## src/rtl/regfile_scoreboard.sv

```systemverilog
// regfile_scoreboard: parametrised RV32I integer register file with a per-register busy
// scoreboard for RAW hazard detection and a sequential post-reset clear sequence.
//
// Optional feature (macro REGFILE_WB_BYPASS_EN): write-through bypass from the write-back
// port to the read ports in the same cycle.
//
// Parameter constraints: 2 <= REGFILE_DEPTH <= 2**REGFILE_ADDR_WIDTH, NUM_READ_PORTS >= 1.
//
// Ports:
//   Clk_100MHz        in   system clock, rising edge
//   Reset             in   synchronous active-high reset
//   Rs_address        in   packed read addresses, port k at [k*AW +: AW]
//   Rs_data           out  packed read data, port k at [k*DW +: DW]
//   Rs_busy           out  per-port busy bit of the addressed register
//   Issue_en          in   instruction writing Issue_rd_address issued this cycle
//   Issue_rd_address  in   destination register of the issued instruction
//   Rd_wr_en          in   write-back write enable
//   Rd_address        in   write-back destination
//   Rd_wr_data        in   write-back data
//   Ready             out  clear sequence complete, traffic accepted
module regfile_scoreboard #(
   parameter int unsigned REG_DATA_WIDTH     = 32,
   parameter int unsigned REGFILE_ADDR_WIDTH = 5,
   parameter int unsigned REGFILE_DEPTH      = 32,
   parameter int unsigned NUM_READ_PORTS     = 2
) (
   input  logic                                         Clk_100MHz,
   input  logic                                         Reset,
   input  logic [NUM_READ_PORTS*REGFILE_ADDR_WIDTH-1:0] Rs_address,
   output logic [NUM_READ_PORTS*REG_DATA_WIDTH-1:0]     Rs_data,
   output logic [NUM_READ_PORTS-1:0]                    Rs_busy,
   input  logic                                         Issue_en,
   input  logic [REGFILE_ADDR_WIDTH-1:0]                Issue_rd_address,
   input  logic                                         Rd_wr_en,
   input  logic [REGFILE_ADDR_WIDTH-1:0]                Rd_address,
   input  logic [REG_DATA_WIDTH-1:0]                    Rd_wr_data,
   output logic                                         Ready
);

   localparam int unsigned AW = REGFILE_ADDR_WIDTH;
   localparam int unsigned DW = REG_DATA_WIDTH;
   // One extra bit so REGFILE_DEPTH == 2**AW is representable.
   localparam logic [AW:0]   DepthW  = (AW+1)'(REGFILE_DEPTH);
   localparam logic [AW-1:0] LastIdx = AW'(REGFILE_DEPTH - 1);

   typedef enum logic {StClear, StRun} state_e;

   state_e                  state_q, state_d;
   logic [AW-1:0]           clr_cnt_q, clr_cnt_d;
   logic [REGFILE_DEPTH-1:0] busy_q, busy_d;
   logic [DW-1:0]           mem_q [REGFILE_DEPTH];

   logic run;
   logic wr_valid;
   logic iss_valid;

   // Nonzero and backed by a physical entry.
   function automatic logic addr_ok(input logic [AW-1:0] addr);
      return (addr != '0) && ({1'b0, addr} < DepthW);
   endfunction

   assign run       = (state_q == StRun);
   assign Ready     = run;
   assign wr_valid  = run && Rd_wr_en && addr_ok(Rd_address);
   assign iss_valid = run && Issue_en && addr_ok(Issue_rd_address);

   // Clear sequencer: one entry per cycle, then RUN.
   always_comb begin
      state_d   = state_q;
      clr_cnt_d = clr_cnt_q;
      case (state_q)
         StClear: begin
            clr_cnt_d = clr_cnt_q + 1'b1;
            if (clr_cnt_q == LastIdx) begin
               state_d = StRun;
            end
         end
         default: ;
      endcase
   end

   // Issue is applied after the write-back clear so a same-address issue wins.
   always_comb begin
      busy_d = busy_q;
      if (wr_valid) begin
         busy_d[Rd_address] = 1'b0;
      end
      if (iss_valid) begin
         busy_d[Issue_rd_address] = 1'b1;
      end
      busy_d[0] = 1'b0;
   end

   always_ff @(posedge Clk_100MHz) begin
      if (Reset) begin
         state_q   <= StClear;
         clr_cnt_q <= '0;
         busy_q    <= '0;
      end else begin
         state_q   <= state_d;
         clr_cnt_q <= clr_cnt_d;
         busy_q    <= busy_d;
      end
   end

   // Array has no reset; the clear sequence rewrites it.
   always_ff @(posedge Clk_100MHz) begin
      if (!Reset) begin
         if (state_q == StClear) begin
            mem_q[clr_cnt_q] <= '0;
         end else if (wr_valid) begin
            mem_q[Rd_address] <= Rd_wr_data;
         end
      end
   end

   for (genvar k = 0; k < NUM_READ_PORTS; k++) begin : gen_rd
      logic [AW-1:0] addr;
      logic [DW-1:0] data;
      logic          busy;

      assign addr = Rs_address[k*AW +: AW];

      always_comb begin
         data = '0;
         busy = 1'b0;
         if (run && addr_ok(addr)) begin
            data = mem_q[addr];
            busy = busy_q[addr];
`ifdef REGFILE_WB_BYPASS_EN
            // Show the post-edge view of the register being written back.
            if (wr_valid && (Rd_address == addr)) begin
               data = Rd_wr_data;
               busy = iss_valid && (Issue_rd_address == addr);
            end
`else
`endif
         end
      end

      assign Rs_data[k*DW +: DW] = data;
      assign Rs_busy[k]          = busy;
   end

endmodule
```

## config.mk

```make
export PLATFORM = sky130hd
export DESIGN_NAME = regfile_scoreboard
export DESIGN_NICKNAME = d
export VERILOG_FILES = /design/src/rtl/regfile_scoreboard.sv
export SDC_FILE = /design/constraint.sdc
export NUM_CORES = 1
export LEC_CHECK = 0
export CORE_AREA = 4 4 357 359
export DETAILED_ROUTE_END_ITERATION = 10
export DIE_AREA = 0 0 361 363
export DONT_BUFFER_PORTS = 1
export SLEW_MARGIN = 10
export SYNTH_ARGS = -nofsm -noshare
export SYNTH_HDL_FRONTEND = slang
export SYNTH_SLANG_ARGS = --single-unit
```

## constraint.sdc

```tcl
create_clock -name Clk_100MHz -period 4.9 [get_ports Clk_100MHz]
set_input_delay 0.49 -clock Clk_100MHz [delete_from_list [all_inputs] [get_ports Clk_100MHz]]
set_output_delay 0.49 -clock Clk_100MHz [all_outputs]
set_load 0.05 [all_outputs]
```

**Word-level counts from Yosys, hierarchy flattened**

Memory sizes are Yosys's and may differ from the RTL's.
Cells that the tools add are included.

- $add $sub $neg: 1
- Magnitude comparators: 6
- Equality and inequality tests: 1
- Mux-type cells: 26
- Bitwise gates (word level): 3
- Reduce and logical (&&, ||, !) cells: 13

Operators with widths:

| operator | count |
|---|---|
| 32-bit 2-to-1 mux | 5 |
| 32-bit bitwise AND | 1 |
| 32-bit NOT | 1 |
| 32-bit bitwise OR | 1 |
| 32-bit OR reduction | 1 |
| 5-bit by 6-bit < comparator with 1-bit output (second input constant) | 4 |
| 5-bit nonzero test | 4 |
| 1-bit 2-to-1 mux | 16 |
| 1-bit binary-select mux with 5-bit select | 2 |
| 1-bit demux with 5-bit select | 2 |
| 5-bit by 1-bit greater-or-equal comparator with 1-bit output (second input constant) | 2 |
| 1-bit logical AND | 8 |
| 5-bit by 1-bit adder with 5-bit output (second input constant) | 1 |
| 5-bit equality test (second input constant) | 1 |
| 5-bit 2-to-1 mux | 1 |

- Register bits after elaboration: 38
- Memory bits (writable): 1024
- Input port bits: 56
- Output and inout port bits: 67
- Word-level logic and storage cells: 55
- Memories kept: 1

Memories:

| memory | depth | width | read ports | clocked after Yosys merged registers in | write ports | line | text |
|---|---|---|---|---|---|---|---|
| mem_q | 32 | 32 | 2 | 0 | 1 | 51 | `logic [DW-1:0] mem_q [REGFILE_DEPTH];` |

**Longest topological paths before layout**

Gate-level depths: netlist of run 1.

- Depth after elaboration: 9
- Depth in mapped cells: 9
- Depth with buffers taken out: 5

**Worst setup path after synthesis of run 1**

No wires, ideal clock.

- Path type: register to register
- From: register state_q, in the netlist Ready
- To: memory mem_q[0][0] (netlist bit) (enable)
- Setup time: 0.461 ns
- Arrival time: 3.899 ns
- Data required time: 4.439 ns
- Slack: 0.539 ns
- Cell stages (with the launch flop): 6
- Buffers on the path: 1
- Clock period less this slack: 4.361 ns
- Path through: dfxtp_1 -> buf_2 -> nand3b_2 -> a21oi_1 -> o21ai_2 -> nor3_1

- Cells in the longest elaborated chain, start to end: 8
- Elaborated cells on any way between the ends: 12

Ends and longest elaborated chain:

| what | line | text |
|---|---|---|
| from (decl) | 48 | `state_e state_q, state_d;` |
| from (signal assigned) | 96 | `state_q <= StClear;` |
| from (signal assigned) | 100 | `state_q <= state_d;` |
| 1-bit logical AND (2 in series) | 64 | `assign wr_valid = run && Rd_wr_en && addr_ok(Rd_address);` |
| 1-bit 2-to-1 mux | 111 | `end else if (wr_valid) begin` |
| 1-bit 2-to-1 mux | 109 | `if (state_q == StClear) begin` |
| 1-bit 2-to-1 mux | 108 | `if (!Reset) begin` |
| 1-bit 2-to-1 mux (implied by the code) | 112 | `mem_q[Rd_address] <= Rd_wr_data;` |
| 32-bit OR reduction (no line) | -- |  |
| 5-bit 2-to-1 mux (no line) or 1-bit 2-to-1 mux (tied branches) | -- |  |
| to (decl) | 51 |  |

Parallel ways exist; a longest one is shown, timed or not.

**Final worst setup path of run 1**

- From: register state_q, in the netlist Ready
- To: output port Rs_data[12]

- Cells in the longest elaborated chain, start to end: 2

Ends and longest elaborated chain:

| what | line | text |
|---|---|---|
| 1-bit logical AND | 127 | `if (run && addr_ok(addr)) begin` |
| 32-bit 2-to-1 mux | 127 |  |
| to (decl) | 30 | `output logic [NUM_READ_PORTS*REG_DATA_WIDTH-1:0] Rs_data,` |

Every way passes these cells.

==> results.sh, run 1 <==
export IMPL_dpl_cell_count=4260
export IMPL_yosysTopAreaCell="edfxtp_1"
export IMPL_multi_input_area_um2=16900
export IMPL_cts_tree="yes"
export IMPL_drive_gt1_frac=0.252
export IMPL_cts_max_level=3
export IMPL_clk_pin_slew_ns=0.06
export IMPL_r2r_start="Ready"
export IMPL_netlist_top_cells_area="edfxtp_1 (62%), mux4_2 (18%), mux2i_1 (5.5%)"
export IMPL_p_leak_nw=15.7
export IMPL_synth_most_common_cell="edfxtp_1"
export IMPL_routed_wirelength_um=158000
export IMPL_synthSimpleGateAreaFrac=0.0442
export IMPL_p_seq_frac=0.530
export IMPL_slowest_delay_ns=0.74
export IMPL_worst_ep_required_time_ns=4.41
export IMPL_synth_top_area_frac=0.624
export IMPL_final_util=0.441
export IMPL_routabilityCongestion=0.839
export IMPL_final_cells=4469
export IMPL_dpl_cell_area_um2=51100
export IMPL_critPathMaxFanout=21
export IMPL_ys_seq_area_frac=0.639
export IMPL_synth_seq_cells=1061
export IMPL_final_min_clock_period_ns=4.15
export IMPL_switching_share=0.205
export IMPL_pwr_share_clk=0.438
export IMPL_yosys_area_share_xor_xnor=0.000533
export IMPL_synth_edf_count=1024
export IMPL_drtIter0Drc=3390
export IMPL_ir_drop_uv=277
export IMPL_synthCells=2765
export IMPL_intPower_w=0.0148
export IMPL_tightest_slew_ns=1.45
export IMPL_hp_start="Reset"
export IMPL_ctsResizeCount=0
export IMPL_syn_nets=2823
export IMPL_setup_tns_ns=0
export IMPL_dieArea_um2=131000
export IMPL_reg2regPathDepth=6
export IMPL_firstDrtPassIters=5
export IMPL_io_buffers=0
export IMPL_grt_overflow_total=0
export IMPL_synth_commonest_cells="edfxtp_1 (1024), mux4_2 (393), mux2i_1 (269)"
export IMPL_whs_path_depth=2
export IMPL_core_um2=124000
export IMPL_die_x_um=361
export IMPL_muxShareOfSynthArea=0.235
export IMPL_slew_headroom=0.0330
export IMPL_max_cap_violations=0
export IMPL_track_usage=0.238
export IMPL_crit_path_cell_trace="nor3b_4, and2_2, buf_4, a21oi_1, nand4_1"
export IMPL_grt_setup_unrepaired="false"
export IMPL_arrival_ns=3.66
export IMPL_grt_max_degree=212
export IMPL_fp_row_count=129
export IMPL_setup_viol=0
export IMPL_pwr_share_comb=0.033
export IMPL_yosys_warnings=0
export IMPL_yosysUniqueCellTypes=52
export IMPL_critical_path_class="reg2out"
export IMPL_skew_ns=0.0237
export IMPL_final_area_um2=54600
export IMPL_root_buffer="clkbuf_16"
export IMPL_synth_avg_cell_area_um2=17.8
export IMPL_syn_area_um2=49300
export IMPL_antenna_found_initial=11
export IMPL_fillCellCount=10541
export IMPL_grt_pass1_wl_um=224000
export IMPL_die_h_um=363
export IMPL_drc_errors=0
export IMPL_num_vias=29567
export IMPL_ant_nets=0
export IMPL_area_growth_pct=10.8
export IMPL_maxSlewViolCount=0
export IMPL_synth_compound_gate_area_share=0.0573
export IMPL_hold_path_class="in2reg"
export IMPL_clkSinkCount=1061
export IMPL_synthAdderAreaFrac=0.000507
export IMPL_power_density_nw_per_um2=342
export IMPL_clk_latency_ns=0.68
export IMPL_dp_hpwl_um=91500
export IMPL_nNetsFinal=2795
export IMPL_grt_pass1_vias=30054
export IMPL_io_pins=123
export IMPL_synth_main_ff_cell="edfxtp_1"
export IMPL_startpoint="Ready"
export IMPL_pre_cts_ws_ns=1.50
export IMPL_cts_buffer_depth=3
export IMPL_viasPerCell=6.62
export IMPL_status="finished, final reports clean"
export IMPL_fin_crit_sh=0.848
export IMPL_start_kind="register"
export IMPL_post_drt_wl_per_cell_um=35.4
export IMPL_cts_buffers=107
export IMPL_synth_top_family_by_area="multiplexers"
export IMPL_fmax_mhz=241
export IMPL_setup_worst_path_end_class="primary output"
export IMPL_cp_slowest_cell="dfxtp_2"
export IMPL_async_flop_share=0
export IMPL_seq_area_um2=31500
export IMPL_p_switching_w=0.00383
export IMPL_start_util=0.398
export IMPL_finalHoldViolations=0
export IMPL_setup_ws_ns=0.746
==> flip-flops by register name, summed over array words and instances (netlist names) <==
| signal | flops |
|---|---|
| mem_q | 1024 |
| clr_cnt_q | 5 |
| busy_q | 31 |
| Ready | 1 |
==> routing by layer <==
layer,GRT usage,routed length [µm]
met1,0.304,59400
met2,0.385,75200
met3,0.0596,15600
met4,0.111,7910
met5,0,122
==> layout by cell type (no fill, tap or decap), types with 42 or more instances in the layout <==
cell type     n
nand3_1      74
a21oi_1      89
nand2_1      42
buf_4        87
mux4_2      393
mux2i_1     269
nand4_1      68
edfxtp_1   1024
clkbuf_16   110
a22oi_1     247
and3_1       61
==> critical path: cells and delay by family (launching register included) <==
family | cells | cell delay (ns)
buffers and inverters | 1 | 0.43
AND/OR/NAND/NOR | 3 | 1.61
flip-flops | 1 | 0.74
AO/OA/AOI/OAI | 1 | 0.14
==> layout make-up <==
class,instances,share of cell area
inverters,7,0.000481
clock inverters,66,0.0114
repair buffers,92,0.0131
clock buffers,131,0.0518
flip-flops and latches,1061,0.576
diodes,7,0.000321
well taps,1637,0.0375
multi-input cells,1468,0.309
==> final timing paths <==
kind                                     end  slack, ns
worst min register to register    busy_q[21]       0.49
worst min-delay path                   Ready       0.08
worst max register to register  mem_q[0][11]       1.52
worst max-delay path             Rs_data[12]       0.75
==> per-stage QoR <==
step                power [W]  hold slack, ns
detailed placement     0.0107           0.472
CTS                    0.0187          0.0460
global placement       0.0107           0.465
floorplan              0.0107           0.460
global route           0.0191          0.0750
finish                 0.0187          0.0791
==> power groups by stage <==
| stage | registers (W) | clock network [W] | logic [W] |
|---|---|---|---|
| after floorplan | 0.0101 | 0 | 0.000647 |
| after global placement | 0.0101 | 0 | 0.000580 |
| after detailed placement | 0.0101 | 0 | 0.000582 |
| after CTS | 0.00989 | 0.00825 | 0.000593 |
| after global routing | 0.00989 | 0.00864 | 0.000618 |
| final | 0.00989 | 0.00817 | 0.000610 |
==> what timing repair did <==
action / in CTS / in global routing
endpoints found under the hold margin: 37 / 0
buffers inserted: 0 / 0
hold buffers: 4 / 0
==> cells by family after synthesis <==
kind of cell	count (synthesis)
mux	664
simple gates	389
flops	1061
buf+inv	236
compound gates	410
xor+xnor	3
fa+ha+maj	2
Note: power is estimated with default switching activity, not from simulation.
==> run 2, diff against run 1 <==
Clock period 4.9 ns to 3.39 ns, I/O delays scaled along.
==> run 2 against run 1 <==
Net effect: worst hold slack worse by 0.026 ns; combinational power up 53%; clock power is 55% higher; via count up 2.3%; clock skew increased by 0.0040 ns; sequential share of layout area decreased by 2.3 points; global-route usage up 0.41 points; cell area up 4.1%; wire length increased by 1.5%.
==> results.sh, run 2 (same netlist as run 1, synthesis figures left out) <==
export IMPL_post_drt_wl_per_cell_um=34.9
export IMPL_setup_tns_ns=0
export IMPL_start_kind="register"
export IMPL_arrival_ns=3.00
export IMPL_fp_row_count=129
export IMPL_grt_pass1_vias=31303
export IMPL_drive_gt1_frac=0.283
export IMPL_power_density_nw_per_um2=491
export IMPL_startpoint="Ready"
export IMPL_die_x_um=361
export IMPL_skew_ns=0.0277
export IMPL_setup_viol=0
export IMPL_antenna_found_initial=3
export IMPL_root_buffer="clkbuf_16"
export IMPL_clk_latency_ns=0.70
export IMPL_p_leak_nw=16.8
export IMPL_design_power_total_w=0.0279
export IMPL_num_vias=30243
export IMPL_slowest_delay_ns=0.49
export IMPL_io_pins=123
export IMPL_crit_path_cell_trace="buf_4, and3b_1, and2_2, buf_12, a22oi_1, nand4_1, buf_4"
export IMPL_routabilityCongestion=0.840
export IMPL_worst_ep_required_time_ns=3.05
export IMPL_final_cell_mix="edfxtp_1 (1024), mux4_2 (393), mux2i_1 (269)"
export IMPL_cts_max_level=3
export IMPL_start_util=0.398
export IMPL_fmax_mhz=300
export IMPL_cts_tree="yes"
export IMPL_r2r_start="Ready"
export IMPL_dp_hpwl_um=92800
export IMPL_status="finished, final reports clean"
export IMPL_maxSlewViolCount=0
export IMPL_slew_headroom=0.312
export IMPL_grt_max_degree=212
export IMPL_drc_errors=0
export IMPL_cts_buffers=108
export IMPL_cts_buffer_depth=3
export IMPL_drtIter0Drc=4198
export IMPL_top_register="mem_q"
export IMPL_tightest_slew_ns=1.03
export IMPL_critPathMaxFanout=31
export IMPL_io_buffers=0
export IMPL_critical_path_class="reg2out"
export IMPL_finalHoldViolations=0
export IMPL_hold_path_class="in2reg"
export IMPL_max_cap_violations=0
export IMPL_r2r_end="busy_q[2]"
export IMPL_core_um2=124000
export IMPL_setup_ws_ns=0.0551
export IMPL_viasPerCell=6.57
export IMPL_cp_slowest_cell="a22oi_1"
export IMPL_dieArea_um2=131000
export IMPL_nNetsFinal=2928
export IMPL_post_cts_buffers=0
export IMPL_final_min_clock_period_ns=3.33
export IMPL_routed_wirelength_um=161000
export IMPL_largest_register_ff_count=1024
export IMPL_final_common_cell="edfxtp_1"
export IMPL_reg2regPathDepth=8
export IMPL_ant_nets=0
export IMPL_fillCellCount=10241
export IMPL_r2r_slack_ns=0.46
export IMPL_reg_largest_list="mem_q: 1024 flops, busy_q: 31 flops, clr_cnt_q: 5 flops"
export IMPL_firstDrtPassIters=6
export IMPL_grt_setup_unrepaired="false"
export IMPL_fin_crit_sh=0.984
export IMPL_area_growth_pct=15.4
export IMPL_die_h_um=363
export IMPL_crit_top_cell="buf_4"
export IMPL_pre_cts_ws_ns=0.552
export IMPL_clk_pin_slew_ns=0.06
export IMPL_fin_hold_ws_ns=0.0528
export IMPL_setup_worst_path_end_class="primary output"
export IMPL_endpoint="Rs_data[34]"
export IMPL_grt_overflow_total=0
export IMPL_ir_drop_uv=368
export IMPL_grt_pass1_wl_um=229000
export IMPL_track_usage=0.242
export IMPL_clkSinkCount=1061
## run 2: worst min-delay path by stage
stage,startpoint,endpoint,depth (start not counted)
finish,Rd_address[2],busy_q[29],3
global route,Rd_address[2],busy_q[31],3
CTS,Rd_address[2],busy_q[29],3
detailed placement,Reset,Ready,1
global placement,Reset,Ready,1
floorplan,busy_q[7],busy_q[7],2
## run 2: metal layers
metal / GRT usage / vias to the layer above / wire [µm]
met1: 0.321 / 15844 / 59500
li1: - / 11968 / -
met4: 0.106 / 2 / 7990
met3: 0.0423 / 450 / 17100
met5: 0 / - / 8
met2: 0.396 / 1979 / 76100
## run 2: per-stage QoR
stage | cell area [µm²] | instances | util
2_1_floorplan | 49400 | 2765 | -
3_3_place_gp | 53000 | 4384 | 0.428
3_5_place_dp | 53000 | 4384 | 0.428
4_1_cts | 56900 | 4598 | 0.460
5_1_grt | 56900 | 4598 | 0.460
6_report | 56900 | 4600 | 0.460
## run 2: where the power goes
part           switching, W  internal [W]  total [W]
combinational      0.000414      0.000517   0.000931
clock               0.00513       0.00756     0.0127
sequential        0.0000405        0.0143     0.0143
## run 2: timing repair
| action | 4_1_cts | 5_1_grt |
|---|---|---|
| pin swaps | 0 | 0 |
| hold endpoints to repair | 37 | 0 |
| hold buffers | 13 | 0 |
| gates resized for setup | 3 | 3 |
| endpoints found under the setup margin | 19 | 1 |
## run 2: worst max-delay path: cells and delay by family, from the launching register on
family          cells  cell delay [ns]
flops               1             0.43
compound gates      1             0.49
buf+inv             3             0.69
simple gates        3             0.68
## run 2: cell type report
class | count | area (µm²) | share of cell area
diodes | 2 | 5.00 | 0.0000880
flip-flops and latches | 1061 | 31500 | 0.553
repair buffers | 224 | 2600 | 0.0458
well taps | 1637 | 2050 | 0.0360
clock inverters | 79 | 951 | 0.0167
inverters | 7 | 26.3 | 0.000462
clock buffers | 122 | 2820 | 0.0495
multi-input cells | 1468 | 17000 | 0.298
